===== src/rtl/instr_encoder.sv =====
// ============================================================================
// Module   : instr_encoder
// Purpose  : Encodes field bundles into 32-bit instruction words and streams
//            them to instruction memory at consecutive word addresses.
// Revision : 1.0 - initial release
// ============================================================================
`default_nettype none

module instr_encoder #(
    parameter int          ADDR_WIDTH = 8,
    parameter int unsigned BASE_ADDR  = 0
) (
    input  logic                  clk,
    input  logic                  reset,
    input  logic                  start,
    input  logic                  in_valid,
    output logic                  in_ready,
    input  logic [1:0]            in_kind,
    input  logic [4:0]            in_rs,
    input  logic [4:0]            in_rt,
    input  logic [4:0]            in_rd,
    input  logic [4:0]            in_shamt,
    input  logic [5:0]            in_funct,
    input  logic [15:0]           in_imm,
    input  logic                  in_last,
    output logic                  out_valid,
    input  logic                  out_ready,
    output logic [31:0]           out_instr,
    output logic [ADDR_WIDTH-1:0] out_addr,
    output logic [ADDR_WIDTH:0]   count,
    output logic                  busy,
    output logic                  done,
    output logic                  wrap
);

    localparam logic [ADDR_WIDTH-1:0] C_BASE      = ADDR_WIDTH'(BASE_ADDR);
    localparam logic [ADDR_WIDTH:0]   C_COUNT_MAX = {1'b1, {ADDR_WIDTH{1'b0}}};
    localparam logic [1:0]            C_KIND_R    = 2'd0;
    localparam logic [1:0]            C_KIND_ADDI = 2'd1;
    localparam logic [1:0]            C_KIND_ORI  = 2'd2;

    typedef enum logic [1:0] {
        S_IDLE  = 2'd0,
        S_RUN   = 2'd1,
        S_DRAIN = 2'd2,
        S_DONE  = 2'd3
    } state_t;

    state_t                  r_state;
    state_t                  w_state_next;
    logic                    r_out_valid;
    logic [31:0]             r_out_instr;
    logic [ADDR_WIDTH-1:0]   r_out_addr;
    logic [ADDR_WIDTH:0]     r_count;
    logic                    r_wrap;
    logic [31:0]             w_instr;
    logic                    w_accept;
    logic                    w_write;
    logic                    w_load;

    always_comb begin
        w_instr = '0;
        case (in_kind)
            C_KIND_R:    w_instr = {6'h00, in_rs, in_rt, in_rd, in_shamt, in_funct};
            C_KIND_ADDI: w_instr = {6'h08, in_rs, in_rt, in_imm};
            C_KIND_ORI:  w_instr = {6'h0D, in_rs, in_rt, in_imm};
            default:     w_instr = {6'h11, in_rs, 5'b0, in_rd, 11'b0};
        endcase
    end

    assign w_accept = in_valid && in_ready;
    assign w_write  = r_out_valid && out_ready;
    assign w_load   = start && ((r_state == S_IDLE) || (r_state == S_DONE));

    always_ff @(posedge clk or posedge reset) begin
        if (reset) begin
            r_state <= S_IDLE;
        end else begin
            r_state <= w_state_next;
        end
    end

    always_comb begin
        w_state_next = r_state;
        in_ready     = 1'b0;
        busy         = 1'b0;
        done         = 1'b0;
        case (r_state)
            S_IDLE: begin
                if (start) w_state_next = S_RUN;
            end
            S_RUN: begin
                busy     = 1'b1;
                in_ready = !r_out_valid || out_ready;
                if (in_valid && in_ready && in_last) w_state_next = S_DRAIN;
            end
            S_DRAIN: begin
                busy = 1'b1;
                if (w_write) w_state_next = S_DONE;
            end
            default: begin
                done = 1'b1;
                if (start) w_state_next = S_RUN;
            end
        endcase
    end

    // Loading only happens in IDLE/DONE, where no word is held, so it never
    // coincides with a write.
    always_ff @(posedge clk or posedge reset) begin
        if (reset) begin
            r_out_valid <= 1'b0;
            r_out_instr <= '0;
            r_out_addr  <= C_BASE;
            r_count     <= '0;
            r_wrap      <= 1'b0;
        end else begin
            if (w_load) begin
                r_out_addr <= C_BASE;
                r_count    <= '0;
                r_wrap     <= 1'b0;
            end else if (w_write) begin
                r_out_addr <= r_out_addr + 1'b1;
                if (&r_out_addr) r_wrap <= 1'b1;
                if (r_count != C_COUNT_MAX) r_count <= r_count + 1'b1;
            end
            if (w_accept) begin
                r_out_valid <= 1'b1;
                r_out_instr <= w_instr;
            end else if (w_write) begin
                r_out_valid <= 1'b0;
            end
        end
    end

    assign out_valid = r_out_valid;
    assign out_instr = r_out_instr;
    assign out_addr  = r_out_addr;
    assign count     = r_count;
    assign wrap      = r_wrap;

endmodule

`default_nettype wire


===== config.mk =====
export PLATFORM = sky130hd
export DESIGN_NAME = instr_encoder
export DESIGN_NICKNAME = d
export VERILOG_FILES = /design/src/rtl/instr_encoder.sv
export SDC_FILE = /design/constraint.sdc
export NUM_CORES = 1
export LEC_CHECK = 0
export CELL_PAD_IN_SITES_DETAIL_PLACEMENT = 1
export CELL_PAD_IN_SITES_GLOBAL_PLACEMENT = 1
export CORE_UTILIZATION = 33
export CTS_BUF_LIST = sky130_fd_sc_hd__clkbuf_8
export CTS_CLUSTER_DIAMETER = 50
export DETAILED_ROUTE_END_ITERATION = 12
export GPL_TIMING_DRIVEN = 0
export PLACE_DENSITY = 0.93
export SYNTH_ARGS = -nofsm -noshare
export SYNTH_HDL_FRONTEND = slang
export SYNTH_SLANG_ARGS = --single-unit
export TNS_END_PERCENT = 20

===== constraint.sdc =====
create_clock -name clk -period 2.2 [get_ports clk]
set_clock_uncertainty 0.1 [all_clocks]
set_input_delay 0.44 -clock clk [delete_from_list [all_inputs] [get_ports clk]]
set_output_delay 0.44 -clock clk [all_outputs]
set_load 0.005 [all_outputs]

==> results of run 1 <==
[state kept, by name (all words and copies together) (netlist names)]
signal	count
out_instr	30
count	9
out_addr	8
r_state	2
out_valid	1
wrap	1
[worst max path at each step]
stage | cells past startpoint | to | startpoint
floorplan | 1 | count[0] | reset
detailed placement | 4 | in_ready | out_ready
global route | 4 | in_ready | r_state[1]
global placement | 2 | out_instr[23] | reset
CTS | 4 | in_ready | out_ready
finish | 4 | busy | r_state[0]
[power breakdown]
group / switching, uW / internal [uW]
clock: 316 / 333
sequential: 227 / 1240
combinational: 723 / 1070
[synth_stat cells (3+ instances only)]
cell	count	share of area [%]
and4_1	3	1.0
nor3_1	3	0.59
ha_1	11	5.4
buf_6	3	1.3
clkbuf_1	5	0.74
xor2_1	6	2.1
a21oi_1	6	1.2
nand2_1	32	4.7
xnor2_1	6	2.1
nor2_1	18	2.7
inv_1	8	1.2
nand3_1	3	0.59
a22oi_1	16	4.7
buf_2	3	0.59
dfrtp_1	51	50
a22o_1	5	1.7
mux2_4	8	4.7
o21ai_0	6	1.2
o31ai_1	11	3.3
[cell type report]
cell class,count,area [um^2],area share [%]
sequential,51,1277,33.31
multi-input combinational,164,1179,30.73
timing repair buffer,103,1033,26.95
tap,99,123.9,3.230
buffer,13,85.08,2.219
clock buffer,5,68.82,1.794
clock inverter,2,37.54,0.9788
inverter,8,30.03,0.7830
[repair_timing]
action | CTS | global route
pin swaps | 0 | 0
buffers inserted | 1 | 0
gates resized for setup | 7 | 5
setup endpoints to repair | 2 | 9
[through the flow]
| step | hold WS (ns) | TNS [ns] | worst slack, ns |
|---|---|---|---|
| 6_report | 0.3867 | 0 | 0.05016 |
| 5_1_grt | 0.4210 | -0.01235 | -0.01235 |
| 4_1_cts | 0.3947 | 0 | 0.007722 |
| 3_5_place_dp | 0.3740 | -3.772 | -0.2817 |
| 3_3_place_gp | 0.3599 | -33.07 | -0.6045 |
| 2_1_floorplan | 0.3698 | 0 | 0.4305 |
[per-layer routing]
metal	routed length (um)	vias to the layer above	track usage (%)
met5	0	-	0
met1	2840	1110	21.59
met4	74	0	3.689
met2	3719	70	33.91
met3	350	8	4.146
li1	-	1043	-
[worst max-delay path, stage by stage, from the launching register on]
cell             delay [ns]
dfrtp_2                0.46
inv_2                  0.10
ha_4                   0.21
inv_1                  0.05
clkdlybuf4s50_1        0.48
[kinds of logic after synthesis]
kind of cell,Yosys count
mux,10
simple gates,78
buf+inv,21
xor+xnor,12
other cells,1
fa+ha+maj,11
flops,51
compound gates,51
==> flow_metrics.tcl, run 1 <==
set metrics [dict create \
    outcome "finished clean" \
    synth_edf_count 0 \
    arrival_ns 1.61 \
    n_antenna_cell 0 \
    stdcell_count 445 \
    final_util_pct 52.31 \
    clockBufferDepth 2 \
    fp.coreArea_mm2 0.007331 \
    drc 0 \
    dp_cells 437 \
    worst_pin_slew_ns 0.5699 \
    synth_cell_types 43 \
    synth_area_mm2 0.002539 \
    critPathCaptureType "output port" \
    hp-class "flip-flop to flip-flop" \
    p_total_uw 3910 \
    die_h_um 89.71 \
    nets 407 \
    yosys_warnings 0 \
    num_rows 31 \
    synthXorXnorAreaFrac_pct 4.140 \
    fmax_mhz 465.2 \
    initial_core_util_pct 34.63 \
    dieArea_mm2 0.008048 \
    grt_use_total_pct 18.33 \
    p_leak_uw 0.001644 \
    area_growth_pct 51.06 \
    ys_seq_elements 51 \
    timing.rr.end "out_addr[5]" \
    hold_violations 0 \
    cap_violations 0 \
    crit_type "flip-flop to output port" \
    grt_overflow 0 \
    cts_root_buffer "clkbuf_8" \
    rsz0062_at_grt "true" \
    relSlewSlack_pct 61.95 \
    n_fill_cell 794 \
    synth_top_family_by_area "simple AND/OR/NAND/NOR gates" \
    hold_start "out_instr[6]" \
    finalCriticalPeriod_ns 2.150 \
    ir_drop_mv 0.4992 \
    r2r_start "r_state[1]" \
    synth_flop_cell "dfrtp_1" \
    worst-r2r-cell-count 6 \
    async_flop_share_pct 100.0 \
    vias 2231 \
    startpoint_type "flip-flop" \
    min_to "out_instr[6]" \
    drt-initial-drc-count 68 \
    cts_num_sinks 51 \
    cts_tree "built" \
    yosysSeqAreaShare_pct 50.27 \
    grt_max_degree 28 \
    numCtsBuffers 5 \
    wl_per_cell_um 15.70 \
    synthAdderAreaFrac_pct 5.421 \
    synth-simple-area-share_pct 16.07 \
    wl_um 6985 \
    cts_htree_levels 2 \
    muxShareOfSynthArea_pct 5.520 \
    drt-pass1-iter-count 4 \
    clk_pin_slew_worst_paths_ns 0.10 \
    io_buffers 101 \
    ant_nets 0 \
    period_share_pct 97.72 \
    netlist_instances 235 \
    drive_gt1_share_pct 11.27 \
    worst-path-max-fanout 4 \
    p_per_area_mw_per_mm2 1020 \
    setup_viol 0 \
    clock_latency_ns 0.30 \
    final_cell_mix "clkdlybuf4s50_1 (100), dfrtp_1 (50), nand2_1 (32), nor2_1 (18), a22oi_1 (16)" \
    slew_violations 0 \
    min_path_cells 2 \
    viasPerCell 5.013 \
    grt_pass1_vias 2444 \
    r2r_setup_slack_ns 0.33 \
    synth_area_per_cell_um2 10.80 \
    hpwl_um 5510 \
    layout_commonest_cell "clkdlybuf4s50_1" \
    top_level_ports 104 \
    place_area_mm2 0.003697 \
    die_w_um 89.71 \
    synth_compound_area_share_pct 14.00 \
    antenna_found_initial 0 \
    place.gp.congestion 0.7944 \
    worst-endpoint-required_ns 1.66 \
    hold_buffers 0 \
    grt_pass1_wl_um 12010 \
    final_area_mm2 0.003835 \
]
Power figures use the tool's default switching activity.
==> run 2: changes to the inputs <==
--- a/config.mk
+++ b/config.mk
@@ -13,6 +13,7 @@
 export DETAILED_ROUTE_END_ITERATION = 12
 export GPL_TIMING_DRIVEN = 0
 export PLACE_DENSITY = 0.93
+export RECOVER_POWER = 100
 export SYNTH_ARGS = -nofsm -noshare
 export SYNTH_HDL_FRONTEND = slang
 export SYNTH_SLANG_ARGS = --single-unit
==> flow_metrics.tcl, run 2 (same netlist as run 1, synthesis figures left out) <==
set metrics [dict create \
    hold_buffers 0 \
    wl_per_cell_um 15.58 \
    n_fill_cell 800 \
    grt_pass1_vias 2444 \
    rsz0062_at_grt "true" \
    critPathCaptureType "output port" \
    antenna_found_initial 0 \
    drt-pass1-iter-count 4 \
    finalCriticalPeriod_ns 2.149 \
    initial_core_util_pct 34.63 \
    ant_nets 0 \
    drc 0 \
    p_per_area_mw_per_mm2 977.7 \
    p_leak_uw 0.001720 \
    relSlewSlack_pct 34.50 \
    max_stage_delay_ns 0.48 \
    clk_pin_slew_worst_paths_ns 0.10 \
    stdcell_count 445 \
    arrival_ns 1.61 \
    final_cell_mix "dlygate4sd3_1 (52), dfrtp_1 (50), clkdlybuf4s50_1 (48), nand2_1 (32), nor2_1 (18)" \
    worst_pin_slew_ns 0.9814 \
    crit_family "buffers and inverters" \
    fp.coreArea_mm2 0.007331 \
    period_share_pct 97.68 \
    final_util_pct 51.63 \
    vias 2242 \
    dp_cells 437 \
    hold_violations 0 \
    top_level_ports 104 \
    grt_overflow 0 \
    die_w_um 89.71 \
    grt_max_degree 28 \
    grt_use_total_pct 18.33 \
    cp_cell_sequence "inv_2, ha_4, inv_1, clkdlybuf4s50_1" \
    viasPerCell 5.038 \
    slew_violations 0 \
    n_antenna_cell 0 \
    hp-class "flip-flop to flip-flop" \
    dieArea_mm2 0.008048 \
    cts_root_buffer "clkbuf_8" \
    clock_latency_ns 0.30 \
    cap_violations 0 \
    crit_type "flip-flop to output port" \
    place.gp.congestion 0.7944 \
    cts_num_sinks 51 \
    fmax_mhz 465.4 \
    clockBufferDepth 2 \
    largest_reg_flops 30 \
    grt_pass1_wl_um 12010 \
    outcome "finished clean" \
    num_rows 31 \
    cts_tree "built" \
    area_growth_pct 49.09 \
    cp_slowest_cell "clkdlybuf4s50_1" \
    numCtsBuffers 5 \
    cts_htree_levels 2 \
    worst-path-max-fanout 4 \
    drt-initial-drc-count 62 \
    hpwl_um 5510 \
    io_buffers 101 \
    die_h_um 89.71 \
    drive_gt1_share_pct 8.671 \
    layout_commonest_cell "dlygate4sd3_1" \
    startpoint_type "flip-flop" \
    nets 407 \
    ir_drop_mv 0.4510 \
    crit_buf_inv 3 \
    wl_um 6935 \
    worst-endpoint-required_ns 1.66 \
    setup_viol 0 \
]
## run 2: cell type report
| type | count | area (um^2) | share of cell area, % |
|---|---|---|---|
| Clock inverter | 2 | 37.54 | 0.9917 |
| Tap cell | 99 | 123.9 | 3.273 |
| Multi-Input combinational cell | 164 | 1150 | 30.38 |
| Sequential cell | 51 | 1277 | 33.75 |
| Timing Repair Buffer | 103 | 1021 | 26.98 |
| Clock buffer | 5 | 68.82 | 1.818 |
| Inverter | 8 | 30.03 | 0.7934 |
| Buffer | 13 | 76.32 | 2.017 |
## run 2: through the flow
stage	worst slack, ns	TNS (ns)	total power (uW)	hold slack, ns	instance area, um^2
2_1_floorplan	0.4305	0	2245	0.3698	2542
3_3_place_gp	-0.6045	-33.07	3149	0.3599	3677
3_5_place_dp	-0.2817	-3.772	3240	0.3740	3697
4_1_cts	0.007722	0	3957	0.3947	3837
5_1_grt	-0.01235	-0.01235	3964	0.4160	3785
6_report	0.05110	0	3700	0.3821	3785
## run 2: metal layers
layer / up-vias / wire, um / track usage (%)
li1: 1044 / - / -
met1: 1120 / 2782 / 21.59
met2: 70 / 3724 / 33.91
met3: 8 / 353 / 4.146
met4: 0 / 74 / 3.689
met5: - / 0 / 0
## run 2: worst paths after layout
check                              from             to  slack [ns]  cells past startpoint
min in group asynchronous         reset           wrap        0.70                      2
setup reg to reg              out_valid  out_instr[21]        0.32                      4
hold / removal             out_instr[6]   out_instr[6]        0.38                      2
max in group asynchronous         reset  out_instr[30]        0.28                      3
hold reg to reg            out_instr[6]   out_instr[6]        0.38                      2
setup / recovery             r_state[0]           busy        0.05                      4
## run 2: timing repair
item                       in CTS  in global routing
resized for setup               7                  5
setup endpoints to repair       2                  9
buffers inserted                1                  0
## run 2: worst reg2reg max path, cell delays in order (launching register included)
cell and delay (ns):
dfrtp_1 0.55, nand2b_4 0.12, nand3_4 0.12, clkbuf_1 0.49
mux2_1 0.39
## run 2: report_power, final
group	total [uW]	internal [uW]	switching, uW
sequential	1450	1230	213
clock	649	333	315
combinational	1600	896	708
==> run 3: changes to the inputs <==
--- a/config.mk
+++ b/config.mk
@@ -7,12 +7,12 @@
 export LEC_CHECK = 0
 export CELL_PAD_IN_SITES_DETAIL_PLACEMENT = 1
 export CELL_PAD_IN_SITES_GLOBAL_PLACEMENT = 1
-export CORE_UTILIZATION = 33
+export CORE_UTILIZATION = 32
 export CTS_BUF_LIST = sky130_fd_sc_hd__clkbuf_8
 export CTS_CLUSTER_DIAMETER = 50
 export DETAILED_ROUTE_END_ITERATION = 12
 export GPL_TIMING_DRIVEN = 0
-export PLACE_DENSITY = 0.93
+export PLACE_DENSITY = 0.91
 export RECOVER_POWER = 100
 export SYNTH_ARGS = -nofsm -noshare
 export SYNTH_HDL_FRONTEND = slang
==> flow_metrics.tcl, run 3 (same netlist as run 1, synthesis figures left out) <==
set metrics [dict create \
    cts_root_buffer "clkbuf_8" \
    die_w_um 91.07 \
    cap_violations 0 \
    crit_type "flip-flop to output port" \
    slew_violations 0 \
    drive_gt1_share_pct 8.571 \
    ant_nets 0 \
    r2r_start "r_state[0]" \
    final_cell_mix "dfrtp_1 (51), clkdlybuf4s50_1 (51), dlygate4sd3_1 (49), nand2_1 (32), nor2_1 (18)" \
    worst-r2r-cell-count 8 \
    dieArea_mm2 0.008294 \
    p_leak_uw 0.001717 \
    wl_um 7093 \
    period_share_pct 98.56 \
    critPathCaptureType "output port" \
    outcome "finished clean" \
    top_level_ports 104 \
    initial_core_util_pct 33.02 \
    hp-class "flip-flop to flip-flop" \
    fmax_mhz 461.2 \
    final_util_pct 48.84 \
    multi_input_area_mm2 0.001111 \
    ir_drop_mv 0.3892 \
    clockBufferDepth 2 \
    worst_pin_slew_ns 0.9933 \
    vias 2223 \
    cpMostUsedCell "inv_1" \
    hpwl_um 5574 \
    finalCriticalPeriod_ns 2.168 \
    worst-endpoint-required_ns 1.66 \
    drc 0 \
    wl_per_cell_um 15.69 \
    dp_cells 440 \
    die_h_um 91.07 \
    max_stage_delay_ns 0.49 \
    cp_slowest_cell "clkdlybuf4s50_1" \
    cp_cell_sequence "inv_1, ha_1, inv_1, clkdlybuf4s50_1" \
    num_rows 32 \
    grt_pass1_wl_um 11810 \
    grt_overflow 0 \
    cts_tree "built" \
    hold_violations 0 \
    clock_latency_ns 0.30 \
    clk_pin_slew_worst_paths_ns 0.09 \
    min_to "out_instr[3]" \
    drt-initial-drc-count 39 \
    antenna_found_initial 0 \
    arrival_ns 1.63 \
    numCtsBuffers 5 \
    relSlewSlack_pct 33.71 \
    stdcell_count 452 \
    rsz0062_at_grt "true" \
    setup_viol 0 \
    r2r_setup_slack_ns 0.15 \
    grt_use_total_pct 17.88 \
    n_antenna_cell 0 \
    drt-pass1-iter-count 4 \
    p_per_area_mw_per_mm2 957.3 \
    grt_pass1_vias 2458 \
    worst-path-max-fanout 3 \
    area_growth_pct 47.91 \
    min_path_cells 2 \
    nets 410 \
    place.gp.congestion 0.7857 \
    final_area_mm2 0.003755 \
    io_buffers 101 \
    viasPerCell 4.918 \
    cts_num_sinks 51 \
    cts_htree_levels 2 \
    largest_reg_flops 30 \
    timing.rr.end "out_instr[26]" \
    startpoint_type "flip-flop" \
    place_area_mm2 0.003701 \
    regArea_mm2 0.001276 \
    hold_start "out_instr[3]" \
    n_fill_cell 881 \
    grt_max_degree 28 \
    fp.coreArea_mm2 0.007687 \
]
-- run 3: power breakdown --
part | internal (uW) | leakage (uW) | switching [uW]
Clock | 257 | 0.0000474 | 310
Combinational | 877 | 0.00100 | 699
Sequential | 1230 | 0.000666 | 217
Total | 2370 | 0.00172 | 1230
-- run 3: timing repair --
action,CTS,global route
setup buffers,2,2
setup endpoints to repair,2,10
gates resized for setup,4,6
hold buffers,0,0
pin swaps,0,1
-- run 3: routing by layer --
| metal | part of all wire [%] | GRT usage (%) | wire length [um] |
|---|---|---|---|
| met5 | 0 | 0 | 0 |
| met4 | 1.5 | 4.762 | 108 |
| met3 | 4.3 | 3.936 | 307 |
| met2 | 54 | 33.14 | 3825 |
| met1 | 40 | 20.63 | 2852 |
-- run 3: worst max-delay path by stage --
stage                          start       endpoint  cells after the start
after CTS                 r_state[1]       in_ready                      4
after global placement         reset  out_instr[22]                      2
after floorplan                reset       count[0]                      1
after detailed placement  in_kind[0]   out_instr[0]                      7
after global routing      r_state[0]           busy                      4
final                     r_state[0]           busy                      4
-- run 3: final cells by class --
cell class              count  area share (%)
flip-flops and latches     51           33.99
multi-input cells         164           29.59
repair buffers            106           27.69
well taps                 102           3.399
clock buffers               6           2.199
plain buffers              13           1.899
inverters                   8          0.7997
clock inverters             2          0.4332
-- run 3: through the flow --
step                      power [uW]  setup WS (ns)  hold slack [ns]  setup TNS [ns]
after global routing            3866       -0.02829           0.4191        -0.04986
after detailed placement        3248        -0.2764           0.3696          -4.506
after CTS                       3881       0.005117           0.3930               0
after global placement          3150        -0.6155           0.3598          -33.58
final                           3594        0.03162           0.3907               0
after floorplan                 2245         0.4305           0.3698               0
-- run 3: critical path, delay by kind of cell, from the launching register on --
| family | cells | cell delay (ns) |
|---|---|---|
| adders and majority gates | 1 | 0.33 |
| buffers and inverters | 3 | 0.62 |
| DFF | 1 | 0.38 |
